[src/rtl/pipe_hazard_ctrl_pkg.sv]
// Shared pipeline defines: hold codes, sequencer states, NOP encoding.
// Consumed by pipe_hazard_ctrl and by the DFF_SET pipeline registers.
package pipe_hazard_ctrl_pkg;

    typedef enum logic [1:0] {
        HOLD_NONE = 2'b00,
        HOLD_PC   = 2'b01,
        HOLD_IF   = 2'b10,
        HOLD_ID   = 2'b11
    } hold_e;

    typedef enum logic [1:0] {
        ST_IDLE     = 2'b00,
        ST_MEM_WAIT = 2'b01,
        ST_JDRAIN   = 2'b10
    } state_e;

    localparam logic [31:0] INST_NOP  = 32'h0000_0013;
    localparam logic [63:0] ZERO_WORD = 64'h0;

endpackage

[src/rtl/pipe_hazard_ctrl_if.sv]
// Hazard controller bus: stall/flush sources in, hold/redirect out.
// slave = sequencer side, master = pipeline side.
interface pipe_hazard_ctrl_if;

    logic        jump_en_i;
    logic [63:0] jump_addr_i;
    logic        load_use_i;
    logic        mem_req_i;
    logic        mem_done_i;
    logic        if_busy_i;
    logic        if_done_i;
    logic [1:0]  hold_flag_o;
    logic        flush_o;
    logic        jump_en_o;
    logic [63:0] jump_addr_o;
    logic        mem_err_o;

    modport slave (
        input  jump_en_i,
        input  jump_addr_i,
        input  load_use_i,
        input  mem_req_i,
        input  mem_done_i,
        input  if_busy_i,
        input  if_done_i,
        output hold_flag_o,
        output flush_o,
        output jump_en_o,
        output jump_addr_o,
        output mem_err_o
    );

    modport master (
        output jump_en_i,
        output jump_addr_i,
        output load_use_i,
        output mem_req_i,
        output mem_done_i,
        output if_busy_i,
        output if_done_i,
        input  hold_flag_o,
        input  flush_o,
        input  jump_en_o,
        input  jump_addr_o,
        input  mem_err_o
    );

endinterface

[src/rtl/pipe_hazard_ctrl_hold_timeout_cnt.sv]
// Memory-wait cycle counter with expiry compare.
// Instantiated only when PIPE_HAZARD_CTRL_TIMEOUT_EN is defined.
module hold_timeout_cnt #(
    parameter int TIMEOUT   = 256,
    parameter int TIMEOUT_W = 9
) (
    input  logic clk,
    input  logic rst,
    input  logic clr,
    input  logic inc,
    output logic expired
);

    logic [TIMEOUT_W-1:0] cnt_q;

    // Count wait cycles; clear on entry to the wait.
    always_ff @(posedge clk) begin
        if (!rst) begin
            cnt_q <= '0;
        end else if (clr) begin
            cnt_q <= '0;
        end else if (inc) begin
            cnt_q <= cnt_q + 1'b1;
        end
    end

    assign expired = (cnt_q == TIMEOUT_W'(TIMEOUT - 1));

endmodule

[src/rtl/pipe_hazard_ctrl.sv]
// Pipeline hazard sequencer: merges redirect, load-use and memory stalls
// into one hold code. Optional timeout: PIPE_HAZARD_CTRL_TIMEOUT_EN.
module pipe_hazard_ctrl
    import pipe_hazard_ctrl_pkg::*;
#(
    parameter int TIMEOUT   = 256,
    parameter int TIMEOUT_W = 9
) (
    input logic              clk,
    input logic              rst,
    pipe_hazard_ctrl_if.slave bus
);

    if ((2 ** TIMEOUT_W) <= TIMEOUT) begin : g_bad_cfg
        $error("TIMEOUT_W too narrow for TIMEOUT");
    end

    state_e      state_q;
    state_e      state_d;
    logic [63:0] target_q;
    logic [63:0] target_d;
    hold_e       hold;
    logic        flush;
    logic        jump_en;
    logic        mem_err;

`ifdef PIPE_HAZARD_CTRL_TIMEOUT_EN
    logic cnt_clr;
    logic cnt_inc;
    logic expired;

    hold_timeout_cnt #(
        .TIMEOUT   (TIMEOUT),
        .TIMEOUT_W (TIMEOUT_W)
    ) u_cnt (
        .clk     (clk),
        .rst     (rst),
        .clr     (cnt_clr),
        .inc     (cnt_inc),
        .expired (expired)
    );
`endif

    // State and redirect target registers.
    always_ff @(posedge clk) begin
        if (!rst) begin
            state_q  <= ST_IDLE;
            target_q <= ZERO_WORD;
        end else begin
            state_q  <= state_d;
            target_q <= target_d;
        end
    end

    // Next state and Mealy outputs, in priority order per state.
    always_comb begin
        state_d  = state_q;
        target_d = target_q;
        hold     = HOLD_NONE;
        flush    = 1'b0;
        jump_en  = 1'b0;
        mem_err  = 1'b0;
`ifdef PIPE_HAZARD_CTRL_TIMEOUT_EN
        cnt_clr  = 1'b0;
        cnt_inc  = 1'b0;
`endif
        unique case (state_q)
            ST_IDLE: begin
                if (bus.jump_en_i && !bus.if_busy_i) begin
                    jump_en = 1'b1;
                    flush   = 1'b1;
                end else if (bus.jump_en_i) begin
                    target_d = bus.jump_addr_i;
                    flush    = 1'b1;
                    hold     = HOLD_PC;
                    state_d  = ST_JDRAIN;
                end else if (bus.mem_req_i && !bus.mem_done_i) begin
                    hold    = HOLD_ID;
                    state_d = ST_MEM_WAIT;
`ifdef PIPE_HAZARD_CTRL_TIMEOUT_EN
                    cnt_clr = 1'b1;
`endif
                end else if (bus.mem_req_i) begin
                    hold = HOLD_NONE;
                end else if (bus.load_use_i) begin
                    hold = HOLD_IF;
                end
            end
            ST_MEM_WAIT: begin
                if (bus.mem_done_i) begin
                    state_d = ST_IDLE;
                end else begin
`ifdef PIPE_HAZARD_CTRL_TIMEOUT_EN
                    if (expired) begin
                        mem_err = 1'b1;
                        flush   = 1'b1;
                        state_d = ST_IDLE;
                    end else begin
                        hold    = HOLD_ID;
                        cnt_inc = 1'b1;
                    end
`else
                    hold = HOLD_ID;
`endif
                end
            end
            ST_JDRAIN: begin
                flush = 1'b1;
                hold  = HOLD_PC;
                if (bus.if_done_i) begin
                    jump_en = 1'b1;
                    state_d = ST_IDLE;
                end
            end
            default: begin
                state_d = ST_IDLE;
            end
        endcase
    end

    // Outputs are forced quiet while reset is asserted.
    always_comb begin
        bus.hold_flag_o = HOLD_NONE;
        bus.flush_o     = 1'b0;
        bus.jump_en_o   = 1'b0;
        bus.jump_addr_o = ZERO_WORD;
        bus.mem_err_o   = 1'b0;
        if (rst) begin
            bus.hold_flag_o = hold;
            bus.flush_o     = flush;
            bus.jump_en_o   = jump_en;
            bus.mem_err_o   = mem_err;
            bus.jump_addr_o = (state_q == ST_IDLE) ? bus.jump_addr_i
                                                   : target_q;
        end
    end

endmodule

[src/flat_wrapper.sv]
// flat-port wrapper written by rule: the top's interface ports become plain ports
module pipe_hazard_ctrl_flat import pipe_hazard_ctrl_pkg::*;
#(
    parameter int TIMEOUT   = 256,
    parameter int TIMEOUT_W = 9
)
  (clk, rst, bus_jump_en_i, bus_jump_addr_i, bus_load_use_i, bus_mem_req_i, bus_mem_done_i, bus_if_busy_i, bus_if_done_i, bus_hold_flag_o, bus_flush_o, bus_jump_en_o, bus_jump_addr_o, bus_mem_err_o);
  pipe_hazard_ctrl_if bus_i ();
  input logic clk;
  input logic rst;
  input wire logic [$bits(bus_i.jump_en_i)-1:0] bus_jump_en_i;
  input wire logic [$bits(bus_i.jump_addr_i)-1:0] bus_jump_addr_i;
  input wire logic [$bits(bus_i.load_use_i)-1:0] bus_load_use_i;
  input wire logic [$bits(bus_i.mem_req_i)-1:0] bus_mem_req_i;
  input wire logic [$bits(bus_i.mem_done_i)-1:0] bus_mem_done_i;
  input wire logic [$bits(bus_i.if_busy_i)-1:0] bus_if_busy_i;
  input wire logic [$bits(bus_i.if_done_i)-1:0] bus_if_done_i;
  output wire logic [$bits(bus_i.hold_flag_o)-1:0] bus_hold_flag_o;
  output wire logic [$bits(bus_i.flush_o)-1:0] bus_flush_o;
  output wire logic [$bits(bus_i.jump_en_o)-1:0] bus_jump_en_o;
  output wire logic [$bits(bus_i.jump_addr_o)-1:0] bus_jump_addr_o;
  output wire logic [$bits(bus_i.mem_err_o)-1:0] bus_mem_err_o;
  assign bus_i.jump_en_i = bus_jump_en_i;
  assign bus_i.jump_addr_i = bus_jump_addr_i;
  assign bus_i.load_use_i = bus_load_use_i;
  assign bus_i.mem_req_i = bus_mem_req_i;
  assign bus_i.mem_done_i = bus_mem_done_i;
  assign bus_i.if_busy_i = bus_if_busy_i;
  assign bus_i.if_done_i = bus_if_done_i;
  assign bus_hold_flag_o = bus_i.hold_flag_o;
  assign bus_flush_o = bus_i.flush_o;
  assign bus_jump_en_o = bus_i.jump_en_o;
  assign bus_jump_addr_o = bus_i.jump_addr_o;
  assign bus_mem_err_o = bus_i.mem_err_o;
  pipe_hazard_ctrl #(.TIMEOUT(TIMEOUT), .TIMEOUT_W(TIMEOUT_W)) u_core (.clk(clk), .rst(rst), .bus(bus_i));
endmodule
[config.mk]
export PLATFORM = sky130hd
export DESIGN_NAME = pipe_hazard_ctrl_flat
export DESIGN_NICKNAME = d
export VERILOG_FILES = /design/src/rtl/pipe_hazard_ctrl_pkg.sv /design/src/rtl/pipe_hazard_ctrl_if.sv /design/src/rtl/pipe_hazard_ctrl_hold_timeout_cnt.sv /design/src/rtl/pipe_hazard_ctrl.sv /design/src/flat_wrapper.sv
export SDC_FILE = /design/constraint.sdc
export NUM_CORES = 1
export LEC_CHECK = 0
export CAP_MARGIN = 20
export CORE_MARGIN = 10
export CORE_UTILIZATION = 45
export DETAILED_ROUTE_END_ITERATION = 12
export GPL_TIMING_DRIVEN = 0
export PLACE_DENSITY = 0.82
export SLEW_MARGIN = 30
export SYNTH_ARGS = -nofsm -noshare
export SYNTH_HDL_FRONTEND = slang
export SYNTH_SLANG_ARGS = --single-unit
[constraint.sdc]
create_clock -name clk -period 4.2 [get_ports clk]
set_clock_uncertainty 0.1 [all_clocks]
set_input_delay 0.84 -clock clk [delete_from_list [all_inputs] [get_ports clk]]
set_output_delay 0.84 -clock clk [all_outputs]
set_load 0.05 [all_outputs]
# ---- Word-level counts from Yosys, hierarchy flattened
# Cells that the tools add are included.
dict set report totals {
  register_bits 66
}
dict set report classes {
  n_eq_ne 6
  n_mux 24
  bitwise_logic 1
  n_reduce_logical 7
}
# operator n
set op_table {}
lappend op_table {{$mux 64} 2}
lappend op_table {{$mux 2} 12}
lappend op_table {{$pmux 2 s3} 2}
lappend op_table {{$mux 1} 6}
lappend op_table {{$ne 2x2->1 const B} 3}
lappend op_table {{$pmux 1 s2} 2}
lappend op_table {{$reduce_and 4->1} 1}
lappend op_table {{$ne 3x2->1 const B} 1}
lappend op_table {{$reduce_and 3->1} 1}
lappend op_table {{$eq 2x1->1 const B} 1}
lappend op_table {{$eq 2x2->1 const B} 1}
lappend op_table {{$logic_and 1x1->1} 2}
lappend op_table {{$logic_not 1->1} 2}
lappend op_table {{$logic_not 2->1} 1}
lappend op_table {{$not 1->1} 1}

# ---- Logic depth before layout (Yosys ltp)
# Gate-level depths: netlist (run 1).
dict set report logic_depth {
  depth_word 7
  mapped_depth 6
  mapped_depth_nobuf 3
}

# ---- Least setup slack after synthesis (run 1)
# No wires, ideal clock.
dict set report synth_timing {
  path_type {input port to output port}
  from {input bus_jump_en_i}
  to {output bus_hold_flag_o[1]}
  arrival_ns 2.194
  required_time_ns 3.260
  path_slack_ns 1.066
  stages 2
  path_cell_list {nand4bb_1 > o31ai_1}
}
dict set report synth_via {
  elab_chain_cells 4
  elab_cells_between_ends 5
  cone_classes {mux (4); reduce/logical (1)}
}
# element line_no
set synth_rtl {}
lappend synth_rtl {{from (decl)} flat_wrapper.sv:11} ;# input wire logic [$bits(bus_i.jump_en_i)-1:0] bus_jump_en_i;
lappend synth_rtl {{$mux 2 / $logic_and 1x1->1 (equally long branches)} {pipe_hazard_ctrl.sv:72, pipe_hazard_ctrl.sv:69}}
lappend synth_rtl {{$mux 2 *} pipe_hazard_ctrl.sv:69} ;# if (bus.jump_en_i && !bus.if_busy_i) begin
lappend synth_rtl {{$pmux 2 s3 *} pipe_hazard_ctrl.sv:67} ;# unique case (state_q)
lappend synth_rtl {{$mux 2 *} pipe_hazard_ctrl.sv:128} ;# if (rst) begin
lappend synth_rtl {{to (decl)} flat_wrapper.sv:18} ;# output wire logic [$bits(bus_i.hold_flag_o)-1:0] bus_hold_flag_o;
# Mark *: on every way between the ends. The rest lies on a longest branch, timed or not.

# ---- Worst setup path in the final report (run 1)
dict set report layout_timing {
  from {input rst}
  to {output bus_jump_addr_o[28]}
}
dict set report layout_via {
  elab_chain_cells 1
}
# element line_no
set layout_rtl {}
lappend layout_rtl {{from (decl)} flat_wrapper.sv:10} ;# input logic rst;
lappend layout_rtl {{$mux 64} pipe_hazard_ctrl.sv:128}
lappend layout_rtl {{to (decl)} flat_wrapper.sv:21} ;# output wire logic [$bits(bus_i.jump_addr_o)-1:0] bus_jump_addr_o;
# Every way passes these cells.

==> flow_metrics.env, run 1 <==
export IMPL_vdd_ir_drop_max_v=0.0001805
export IMPL_timing_critical_path_slowest_stage_cell="sky130_fd_sc_hd__clkdlybuf4s50_1"
export IMPL_seq_power_share_pct=39.1
export IMPL_number_of_warning_messages_in_the_yosys_log=0
export IMPL_run_status="complete, no violations"
export IMPL_timing_max_slew_rel_slack_pct=62.73
export IMPL_cap_viol_max_count=0
export IMPL_hpwlAfterDp_mm=9.018
export IMPL_cts_sinks=66
export IMPL_crit_path_cell_trace="clkdlybuf4s50_1 -> buf_2 -> clkbuf_1 -> a21boi_1 -> clkdlybuf4s50_1"
export IMPL_grt_usage_pct=18.82
export IMPL_internal_power_mw=1.147
export IMPL_detailroute_via_count=4149
export IMPL_drtAntennaViolNets=0
export IMPL_boundary_pin_count=141
export IMPL_area_inside_the_core_boundary_mm2=0.008093
export IMPL_placementRows=33
export IMPL_finalWirelength_mm=11.96
export IMPL_fp_dieArea_mm2=0.01225
export IMPL_power_per_cell_area_mw_per_mm2=316.9
export IMPL_die_w_um=110.7
export IMPL_clock_path_buffers=2
export IMPL_num_antenna_cells=0
export IMPL_report_final_slew_viol_count=0
export IMPL_switching_share_pct=33.65
export IMPL_combPwrFrac_pct=31.7
export IMPL_worst_margin_pin_slew_ns=0.5574
export IMPL_synth_distinct_cells=26
export IMPL_globalRoute_totalOverflow=0
export IMPL_critical_path_max_stage_delay_ns=0.83
export IMPL_cpMostUsedCell="sky130_fd_sc_hd__clkdlybuf4s50_1"
export IMPL_cts_root_buf="sky130_fd_sc_hd__clkbuf_8"
export IMPL_layout_nets=744
export IMPL_finalSetupTns_ns=0
export IMPL_post_route_period_util_pct=97.97
export IMPL_cts_buffers_inserted=9
export IMPL_worst_ep_required_time_ns=3.26
export IMPL_maxClockFrequency_mhz=243.0
export IMPL_post_drt_via_cell_ratio=5.306
export IMPL_syn_mean_instance_area_um2=7.088
export IMPL_static_leakage_power_nw=2.673
export IMPL_critPathCaptureType="output port"
export IMPL_clock_pin_slew_reported_for_the_worst_setup_and_hold_paths_after_clock_tree_synthesis_ns=0.07
export IMPL_timing_final_hold_violations=0
export IMPL_netlist_area_mm2=0.003700
export IMPL_dp_cells=766
export IMPL_port_buffers=139
export IMPL_initial_utilization_pct=45.72
export IMPL_switchingPower_mw=0.5814
export IMPL_wire_length_per_cell_after_detailed_routing_um=15.29
export IMPL_grt_start_max_net_pins=11
export IMPL_number_of_global_route_vias_before_repair=4201
export IMPL_flow_area_growth_from_synthesis_pct=47.38
export IMPL_drt_pass1_iterations=5
export IMPL_worstHoldPathType="reg -> reg"
export IMPL_floorplan_die_height_um=110.7
export IMPL_synthesis_instances=522
export IMPL_antenna_found_initial=0
export IMPL_critPathKind="in -> out"
export IMPL_cts_max_level=3
export IMPL_synth_nets=594
export IMPL_clock_network_latency_to_the_later_pin_of_the_worst_skew_pair_ns=0.33
export IMPL_layout_drive_gt1_share_pct=7.238
export IMPL_finalWeightedCongestion=0.8501
export IMPL_critPathLaunchType="input port"
export IMPL_critical_path_max_fanout=10
export IMPL_detailedRoute_firstIterationViolations=219
export IMPL_yosysSeqAreaShare_pct=35.71
export IMPL_cts_hold_fix_buffers=0
export IMPL_clockPowerShare_pct=29.2
export IMPL_cp_arrival_ns=3.17
export IMPL_post_cts_repair_setup_buffers=0
export IMPL_fillers=710
export IMPL_final_cell_count_no_fill=782
export IMPL_period_needed_ns=4.115
export IMPL_finalCoreUtilization_pct=67.38
export IMPL_r2r_slack_ns=2.69
export IMPL_cp_buffers_inverters=4
export IMPL_grt_setup_unrepaired="no"
export IMPL_critPathTopFamily="buffers and inverters"
export IMPL_yosys_register_bits=66
export IMPL_tritoncts="done"
export IMPL_finalSetupViolations=0
export IMPL_grt_first_pass_wirelength_mm=20.03
export IMPL_post_route_drc_count=0
## synthesized netlist by cell type (all sizes together)
master | number | area, um^2
a21boi | 64 | 480.5
a22oi | 1 | 7.510
conb | 1 | 3.750
mux2 | 1 | 11.26
inv | 1 | 3.750
nand3 | 128 | 640.6
clkbuf | 13 | 48.80
o31ai | 1 | 7.510
nand4bb | 2 | 22.52
a21oi | 1 | 5.000
buf | 34 | 305.3
dlygate4sd1 | 3 | 26.28
o21ai | 2 | 10.00
nor3b | 1 | 7.510
dfxtp | 66 | 1321
nand2 | 193 | 724.4
nor2b | 1 | 6.260
or2 | 1 | 6.260
nand2b | 1 | 6.260
nor4bb | 1 | 25.02
nor2 | 6 | 30.03
## metal layers
| layer | track usage (%) | vias to the layer above | wire (um) |
|---|---|---|---|
| li1 | - | 2031 | - |
| met1 | 22.64 | 1929 | 5016 |
| met2 | 31.41 | 179 | 5875 |
| met3 | 5.790 | 10 | 945 |
| met4 | 5.382 | 0 | 119 |
| met5 | 0 | - | 0 |
## final timing paths
path / from / endpoint / depth (start not counted)
max: rst / bus_jump_addr_o[28] / 5
min: u_core.target_q[54] / u_core.target_q[54] / 2
max reg2reg: u_core.state_q[0] / u_core.target_q[6] / 5
min reg2reg: u_core.target_q[54] / u_core.target_q[54] / 2
## final cells by class
| cell class | count | area (um^2) | area share (%) |
|---|---|---|---|
| plain buffers | 50 | 380.4 | 6.976 |
| clock buffers | 13 | 138.9 | 2.547 |
| clock inverters | 3 | 40.04 | 0.7343 |
| inverters | 1 | 3.754 | 0.06884 |
| multi-input cells | 405 | 1994 | 36.58 |
| flip-flops and latches | 66 | 1321 | 24.23 |
| well taps | 105 | 131.4 | 2.409 |
| repair buffers | 139 | 1443 | 26.46 |
## tightest hold or removal path: cells and delay by family, from the launching register on
kind / cells / cell delay, ns
flops: 1 / 0.31
simple gates: 2 / 0.10
## layout by cell type (no fill, tap or decap), types with 2 or more instances in the layout
| master | instances |
|---|---|
| sky130_fd_sc_hd__clkdlybuf4s50_1 | 117 |
| sky130_fd_sc_hd__dlygate4sd1_1 | 3 |
| sky130_fd_sc_hd__buf_12 | 6 |
| sky130_fd_sc_hd__a21boi_1 | 64 |
| sky130_fd_sc_hd__clkbuf_8 | 9 |
| sky130_fd_sc_hd__buf_4 | 13 |
| sky130_fd_sc_hd__dlymetal6s2s_1 | 21 |
| sky130_fd_sc_hd__nand2_1 | 193 |
| sky130_fd_sc_hd__buf_6 | 2 |
| sky130_fd_sc_hd__dfxtp_1 | 66 |
| sky130_fd_sc_hd__clkinv_2 | 2 |
| sky130_fd_sc_hd__nand3_1 | 128 |
| sky130_fd_sc_hd__nor2_1 | 5 |
| sky130_fd_sc_hd__nand4bb_1 | 2 |
| sky130_fd_sc_hd__buf_2 | 13 |
| sky130_fd_sc_hd__clkbuf_1 | 17 |
## what timing repair did
item / in CTS / in global routing
gates resized for setup: 1 / 21
pin swaps: 0 / 0
cloned: 0 / 0
endpoints found under the setup margin: 1 / 21
## through the flow
step	worst slack, ns	hold WS (ns)	power, mW	area [um^2]
after floorplan	1.066	0.3298	1.025	3700
after CTS	0.01549	0.3501	1.737	5400
after detailed placement	0.01838	0.3412	1.238	5223
after global placement	0.04828	0.3358	1.229	5223
final	0.08513	0.3496	1.728	5453
after global routing	0.002748	0.3734	1.807	5453
## power groups by stage
stage          clock (mW)  combinational, mW  sequential, mW
6_report            0.505              0.548           0.675
5_1_grt             0.542              0.587           0.678
4_1_cts             0.510              0.553           0.674
3_5_place_dp            0              0.550           0.688
3_3_place_gp            0              0.542           0.687
2_1_floorplan           0              0.341           0.684
## sequential cells by signal, indices dropped and copies added, names as in the netlist
| signal | count |
|---|---|
| u_core.target_q | 64 |
| u_core.state_q | 2 |
## cell families (layout without fill, tap and decap cells)
kind of cell	count (synthesis)	count (layout)	synth area share, %
mux	1	1	0.3043
compound gates	69	69	13.80
simple gates	334	334	39.70
buf+inv	51	206	10.38
other cells	1	1	0.1014
flops	66	66	35.71
(Power assumes the default switching activity.)
==> run 2, diff against run 1 <==
--- a/config.mk
+++ b/config.mk
@@ -10,6 +10,7 @@
 export CORE_UTILIZATION = 45
 export DETAILED_ROUTE_END_ITERATION = 12
 export GPL_TIMING_DRIVEN = 0
+export MAX_ROUTING_LAYER = met4
 export PLACE_DENSITY = 0.82
 export SLEW_MARGIN = 30
 export SYNTH_ARGS = -nofsm -noshare
==> run 2 against run 1 <==
  * Core utilization unchanged
  * Fmax decreased by 0.16%
  * Largest power group unchanged
  * Global-route usage increased by 0.51 points
  * Combinational power about the same
  * Non-clock buffer count unchanged
==> flow_metrics.env, run 2 (synthesis gave the netlist of run 1 again) <==
export IMPL_run_status="complete, no violations"
export IMPL_layout_drive_gt1_share_pct=7.238
export IMPL_grt_setup_unrepaired="no"
export IMPL_number_of_flip_flops_in_the_largest_register=64
export IMPL_finalSetupViolations=0
export IMPL_cp_arrival_ns=3.18
export IMPL_boundary_pin_count=141
export IMPL_dp_cells=766
export IMPL_area_inside_the_core_boundary_mm2=0.008093
export IMPL_wire_length_per_cell_after_detailed_routing_um=15.34
export IMPL_cts_max_level=3
export IMPL_fillers=710
export IMPL_post_drt_via_cell_ratio=5.311
export IMPL_post_route_drc_count=0
export IMPL_grt_start_max_net_pins=11
export IMPL_globalRoute_totalOverflow=0
export IMPL_layout_nets=744
export IMPL_tritoncts="done"
export IMPL_combPwrFrac_pct=31.6
export IMPL_final_common_cell="sky130_fd_sc_hd__nand2_1"
export IMPL_report_final_slew_viol_count=0
export IMPL_timing_hold_worst_start="u_core.target_q[54]"
export IMPL_drt_pass1_iterations=5
export IMPL_antenna_found_initial=0
export IMPL_flow_area_growth_from_synthesis_pct=47.38
export IMPL_grt_usage_pct=19.33
export IMPL_biggestRegsByFlops="u_core.target_q x64, u_core.state_q x2"
export IMPL_detailedRoute_firstIterationViolations=216
export IMPL_internal_power_mw=1.147
export IMPL_crit_path_cell_trace="clkdlybuf4s50_1 -> buf_2 -> clkbuf_1 -> a21boi_1 -> clkdlybuf4s50_1"
export IMPL_area_sequential_mm2=0.001321
export IMPL_cts_buffers_inserted=9
export IMPL_seq_power_share_pct=38.9
export IMPL_critPathLaunchType="input port"
export IMPL_r2r_start="u_core.state_q[0]"
export IMPL_floorplan_die_height_um=110.7
export IMPL_critical_path_max_stage_delay_ns=0.83
export IMPL_crit_path_start="rst"
export IMPL_postLayoutSetupSlackWorst_ns=0.07872
export IMPL_maxClockFrequency_mhz=242.6
export IMPL_placementRows=33
export IMPL_cp_buffers_inverters=4
export IMPL_multi_input_comb_area_mm2=0.001994
export IMPL_finalSetupTns_ns=0
export IMPL_drtAntennaViolNets=0
export IMPL_most_common_layout_cells="sky130_fd_sc_hd__nand2_1 (193), sky130_fd_sc_hd__nand3_1 (128), sky130_fd_sc_hd__clkdlybuf4s50_1 (117)"
export IMPL_detailroute_via_count=4153
export IMPL_critPathKind="in -> out"
export IMPL_fp_dieArea_mm2=0.01225
export IMPL_final_cell_count_no_fill=782
export IMPL_timing_final_hold_violations=0
export IMPL_cap_viol_max_count=0
export IMPL_finalWirelength_mm=12.00
export IMPL_worstHoldPathType="reg -> reg"
export IMPL_critPathCaptureType="output port"
export IMPL_post_cts_repair_setup_buffers=0
export IMPL_vdd_ir_drop_max_v=0.0001829
export IMPL_clockPowerShare_pct=29.5
export IMPL_switching_share_pct=33.91
export IMPL_critPathTopFamily="buffers and inverters"
export IMPL_power_per_cell_area_mw_per_mm2=318.2
export IMPL_worst_ep_required_time_ns=3.26
export IMPL_switchingPower_mw=0.5883
export IMPL_finalWeightedCongestion=0.8635
export IMPL_number_of_global_route_vias_before_repair=4205
export IMPL_cts_sinks=66
export IMPL_clock_path_buffers=2
export IMPL_grt_first_pass_wirelength_mm=20.01
export IMPL_timing_max_slew_rel_slack_pct=63.21
export IMPL_critical_path_max_fanout=10
export IMPL_power_mw=1.735
export IMPL_post_route_period_util_pct=98.13
export IMPL_clock_network_latency_to_the_later_pin_of_the_worst_skew_pair_ns=0.34
export IMPL_port_buffers=139
export IMPL_num_antenna_cells=0
export IMPL_cpMostUsedCell="sky130_fd_sc_hd__clkdlybuf4s50_1"
export IMPL_worst_margin_pin_slew_ns=0.5509
export IMPL_hpwlAfterDp_mm=9.018
export IMPL_die_w_um=110.7
export IMPL_hold_worst_slack_ns=0.3496
export IMPL_detailedPlace_worstSlack_ns=0.01838
export IMPL_initial_utilization_pct=45.72
export IMPL_period_needed_ns=4.121
export IMPL_static_leakage_power_nw=2.673
export IMPL_clock_pin_slew_reported_for_the_worst_setup_and_hold_paths_after_clock_tree_synthesis_ns=0.07
export IMPL_largest_register="u_core.target_q"
export IMPL_timing_critical_path_slowest_stage_cell="sky130_fd_sc_hd__clkdlybuf4s50_1"
export IMPL_cts_root_buf="sky130_fd_sc_hd__clkbuf_8"
run 2: repair_timing:
item,4_1_cts,5_1_grt
endpoints found under the hold margin,0,0
setup endpoints to repair,1,21
hold buffers,0,0
gates resized for setup,1,21
run 2: stage by stage:
stage | instance area, um^2 | utilization, %
floorplan | 3700 | -
global placement | 5223 | 64.53
detailed placement | 5223 | 64.53
CTS | 5400 | 66.73
global route | 5453 | 67.38
finish | 5453 | 67.38
run 2: layer usage:
metal / vias up / GRT usage [%] / part of all wire, %
met5: - / - / 0
met4: 0 / 5.382 / 1.3
met3: 20 / 4.491 / 6.2
met2: 176 / 31.49 / 49
met1: 1930 / 23.31 / 44
li1: 2027 / - / -
run 2: worst paths after layout:
kind | endpoint | slack (ns) | depth (start not counted)
max | bus_jump_addr_o[28] | 0.08 | 5
max reg2reg | u_core.target_q[6] | 2.69 | 5
min | u_core.target_q[54] | 0.35 | 2
min reg2reg | u_core.target_q[54] | 0.35 | 2
run 2: area by class of cell:
type | count | area share (%)
buffer | 50 | 6.976
clock buffer | 13 | 2.547
clock inverter | 3 | 0.7343
inverter | 1 | 0.06884
multi-input combinational | 405 | 36.58
sequential | 66 | 24.23
tap | 105 | 2.409
timing repair buffer | 139 | 26.46
run 2: power groups by stage:
stage	clock [mW]	sequential, mW	combinational [mW]
2_1_floorplan	0	0.684	0.341
3_3_place_gp	0	0.687	0.542
3_5_place_dp	0	0.688	0.550
4_1_cts	0.510	0.674	0.553
5_1_grt	0.542	0.678	0.587
6_report	0.511	0.675	0.548
run 2: worst min-delay path: cells and delay by family (launching register included):
kind,cells,cell delay (ns)
AND/OR/NAND/NOR,2,0.10
flip-flops,1,0.31
==> run 3, diff against run 2 <==
==> constraint.sdc (replaced) <==
create_clock -name clk -period 4.6 [get_ports clk]
set_clock_uncertainty 0.1 [all_clocks]
set_input_delay 0.92 -clock clk [delete_from_list [all_inputs] [get_ports clk]]
set_output_delay 0.92 -clock clk [all_outputs]
set_load 0.05 [all_outputs]
==> run 3 against run 2 <==
  * Final cell count unchanged
  * Largest cell class unchanged
  * Sequential share of layout area up 0.23 points
  * Sequential power down 8.7%
==> flow_metrics.env, run 3 (synthesis gave the netlist of run 1 again) <==
export IMPL_crit_path_start="rst"
export IMPL_critical_path_max_stage_delay_ns=0.84
export IMPL_worst_margin_pin_slew_ns=0.5390
export IMPL_finalSetupTns_ns=0
export IMPL_grt_usage_pct=19.33
export IMPL_critPathKind="in -> out"
export IMPL_r2r_start="u_core.state_q[0]"
export IMPL_grt_setup_unrepaired="no"
export IMPL_tritoncts="done"
export IMPL_cts_sinks=66
export IMPL_cts_root_buf="sky130_fd_sc_hd__clkbuf_8"
export IMPL_cts_resized=0
export IMPL_most_common_layout_cells="sky130_fd_sc_hd__nand2_1 (193), sky130_fd_sc_hd__clkdlybuf4s50_1 (139), sky130_fd_sc_hd__nand3_1 (128)"
export IMPL_cp_arrival_ns=3.30
export IMPL_timing_max_slew_rel_slack_pct=63.95
export IMPL_critPathLaunchType="input port"
export IMPL_globalRoute_totalOverflow=0
export IMPL_port_buffers=139
export IMPL_cpMostUsedCell="sky130_fd_sc_hd__clkdlybuf4s50_1"
export IMPL_die_w_um=110.7
export IMPL_detailedRoute_firstIterationViolations=220
export IMPL_final_common_cell="sky130_fd_sc_hd__nand2_1"
export IMPL_floorplan_die_height_um=110.7
export IMPL_placementRows=33
export IMPL_post_route_drc_count=0
export IMPL_initial_utilization_pct=45.72
export IMPL_grt_start_max_net_pins=11
export IMPL_finalWeightedCongestion=0.8635
export IMPL_cap_viol_max_count=0
export IMPL_grt_first_pass_wirelength_mm=20.01
export IMPL_ff2ff_path_depth=5
export IMPL_post_cts_repair_setup_buffers=0
export IMPL_finalSetupViolations=0
export IMPL_clock_path_buffers=2
export IMPL_post_route_period_util_pct=93.96
export IMPL_finalWirelength_mm=11.92
export IMPL_wire_length_per_cell_after_detailed_routing_um=15.25
export IMPL_clock_pin_slew_reported_for_the_worst_setup_and_hold_paths_after_clock_tree_synthesis_ns=0.07
export IMPL_final_area_mm2=0.005401
export IMPL_boundary_pin_count=141
export IMPL_area_sequential_mm2=0.001321
export IMPL_timing_final_hold_violations=0
export IMPL_clock_network_latency_to_the_later_pin_of_the_worst_skew_pair_ns=0.34
export IMPL_crit_path_cell_trace="clkdlybuf4s50_1 -> buf_2 -> clkbuf_1 -> a21boi_1 -> clkdlybuf4s50_1"
export IMPL_biggestRegsByFlops="u_core.target_q x64, u_core.state_q x2"
export IMPL_vdd_ir_drop_max_v=0.0001672
export IMPL_hold_worst_slack_ns=0.3499
export IMPL_detailroute_via_count=4145
export IMPL_antenna_found_initial=0
export IMPL_static_leakage_power_nw=2.358
export IMPL_cts_hold_fix_buffers=0
export IMPL_worstHoldPathType="reg -> reg"
export IMPL_area_inside_the_core_boundary_mm2=0.008093
export IMPL_timing_critical_path_slowest_stage_cell="sky130_fd_sc_hd__clkdlybuf4s50_1"
export IMPL_worst_ep_required_time_ns=3.58
export IMPL_r2r_slack_ns=3.10
export IMPL_fillers=718
export IMPL_number_of_flip_flops_in_the_largest_register=64
export IMPL_cts_buffers_inserted=9
export IMPL_multi_input_comb_area_mm2=0.001994
export IMPL_drtAntennaViolNets=0
export IMPL_layout_drive_gt1_share_pct=7.238
export IMPL_layout_nets=744
export IMPL_number_of_global_route_vias_before_repair=4205
export IMPL_cp_endpoint="bus_jump_addr_o[51]"
export IMPL_drt_pass1_iterations=7
export IMPL_num_antenna_cells=0
export IMPL_critPathCaptureType="output port"
export IMPL_power_per_cell_area_mw_per_mm2=293.2
export IMPL_critical_path_max_fanout=10
export IMPL_hpwlAfterDp_mm=9.018
export IMPL_report_final_slew_viol_count=0
export IMPL_run_status="complete, no violations"
export IMPL_placed_cell_area_mm2=0.005223
export IMPL_post_drt_via_cell_ratio=5.301
export IMPL_largest_register="u_core.target_q"
export IMPL_rr_endpoint="u_core.target_q[6]"
export IMPL_flow_area_growth_from_synthesis_pct=45.99
export IMPL_fp_dieArea_mm2=0.01225
export IMPL_maxClockFrequency_mhz=231.4
export IMPL_period_needed_ns=4.322
export IMPL_cts_max_level=3
==> run 3: cell count changes in the layout (fill, tap and decap cells not counted) <==
| cell | delta |
|---|---|
| sky130_fd_sc_hd__dlymetal6s2s_1 | -21 |
| sky130_fd_sc_hd__clkdlybuf4s50_1 | +22 |
| sky130_fd_sc_hd__dlygate4sd2_1 | -1 |
==> run 3: per-stage QoR <==
step / util [%] / total power, mW / setup WS, ns / cells
2_1_floorplan: - / 0.9360 / 1.306 / 522
3_3_place_gp: 64.53 / 1.122 / 0.2883 / 766
3_5_place_dp: 64.53 / 1.131 / 0.2584 / 766
4_1_cts: 66.74 / 1.587 / 0.2244 / 782
5_1_grt: 66.74 / 1.652 / 0.1475 / 782
6_report: 66.74 / 1.584 / 0.2780 / 782
==> run 3: cell type report <==
class | count | area share, %
Tap cell | 105 | 2.432
Timing Repair Buffer | 139 | 25.76
Buffer | 50 | 7.042
Clock inverter | 3 | 0.7413
Sequential cell | 66 | 24.46
Clock buffer | 13 | 2.571
Multi-Input combinational cell | 405 | 36.92
Inverter | 1 | 0.06949
==> run 3: critical path: cells and delay by family <==
kind / cells / cell delay [ns]
AO/OA/AOI/OAI: 1 / 0.26
buffers and inverters: 4 / 2.12
==> run 3: worst min-delay path by stage <==
stage                          end  slack, ns  cells past startpoint                 from
5_1_grt        u_core.target_q[34]       0.37                      2  u_core.target_q[34]
3_3_place_gp   u_core.target_q[39]       0.34                      2  u_core.target_q[39]
2_1_floorplan   u_core.target_q[0]       0.33                      2   u_core.target_q[0]
6_report       u_core.target_q[54]       0.35                      2  u_core.target_q[54]
4_1_cts        u_core.target_q[63]       0.35                      2  u_core.target_q[63]
3_5_place_dp   u_core.target_q[63]       0.34                      2  u_core.target_q[63]
==> run 3: metal layers <==
metal,vias up,global-route usage (%),share of wire (%),wire length (um)
li1,2028,-,-,-
met1,1944,23.31,43,5181
met2,157,31.49,49,5860
met3,16,4.491,6.3,746
met4,0,5.382,1.1,133
met5,-,-,0,0
==> run 3: power by group <==
part	switching, mW	internal [mW]	total, mW
logic	0.304	0.198	0.501
registers	0.0154	0.601	0.616
clock network	0.216	0.250	0.466
total	0.535	1.05	1.58
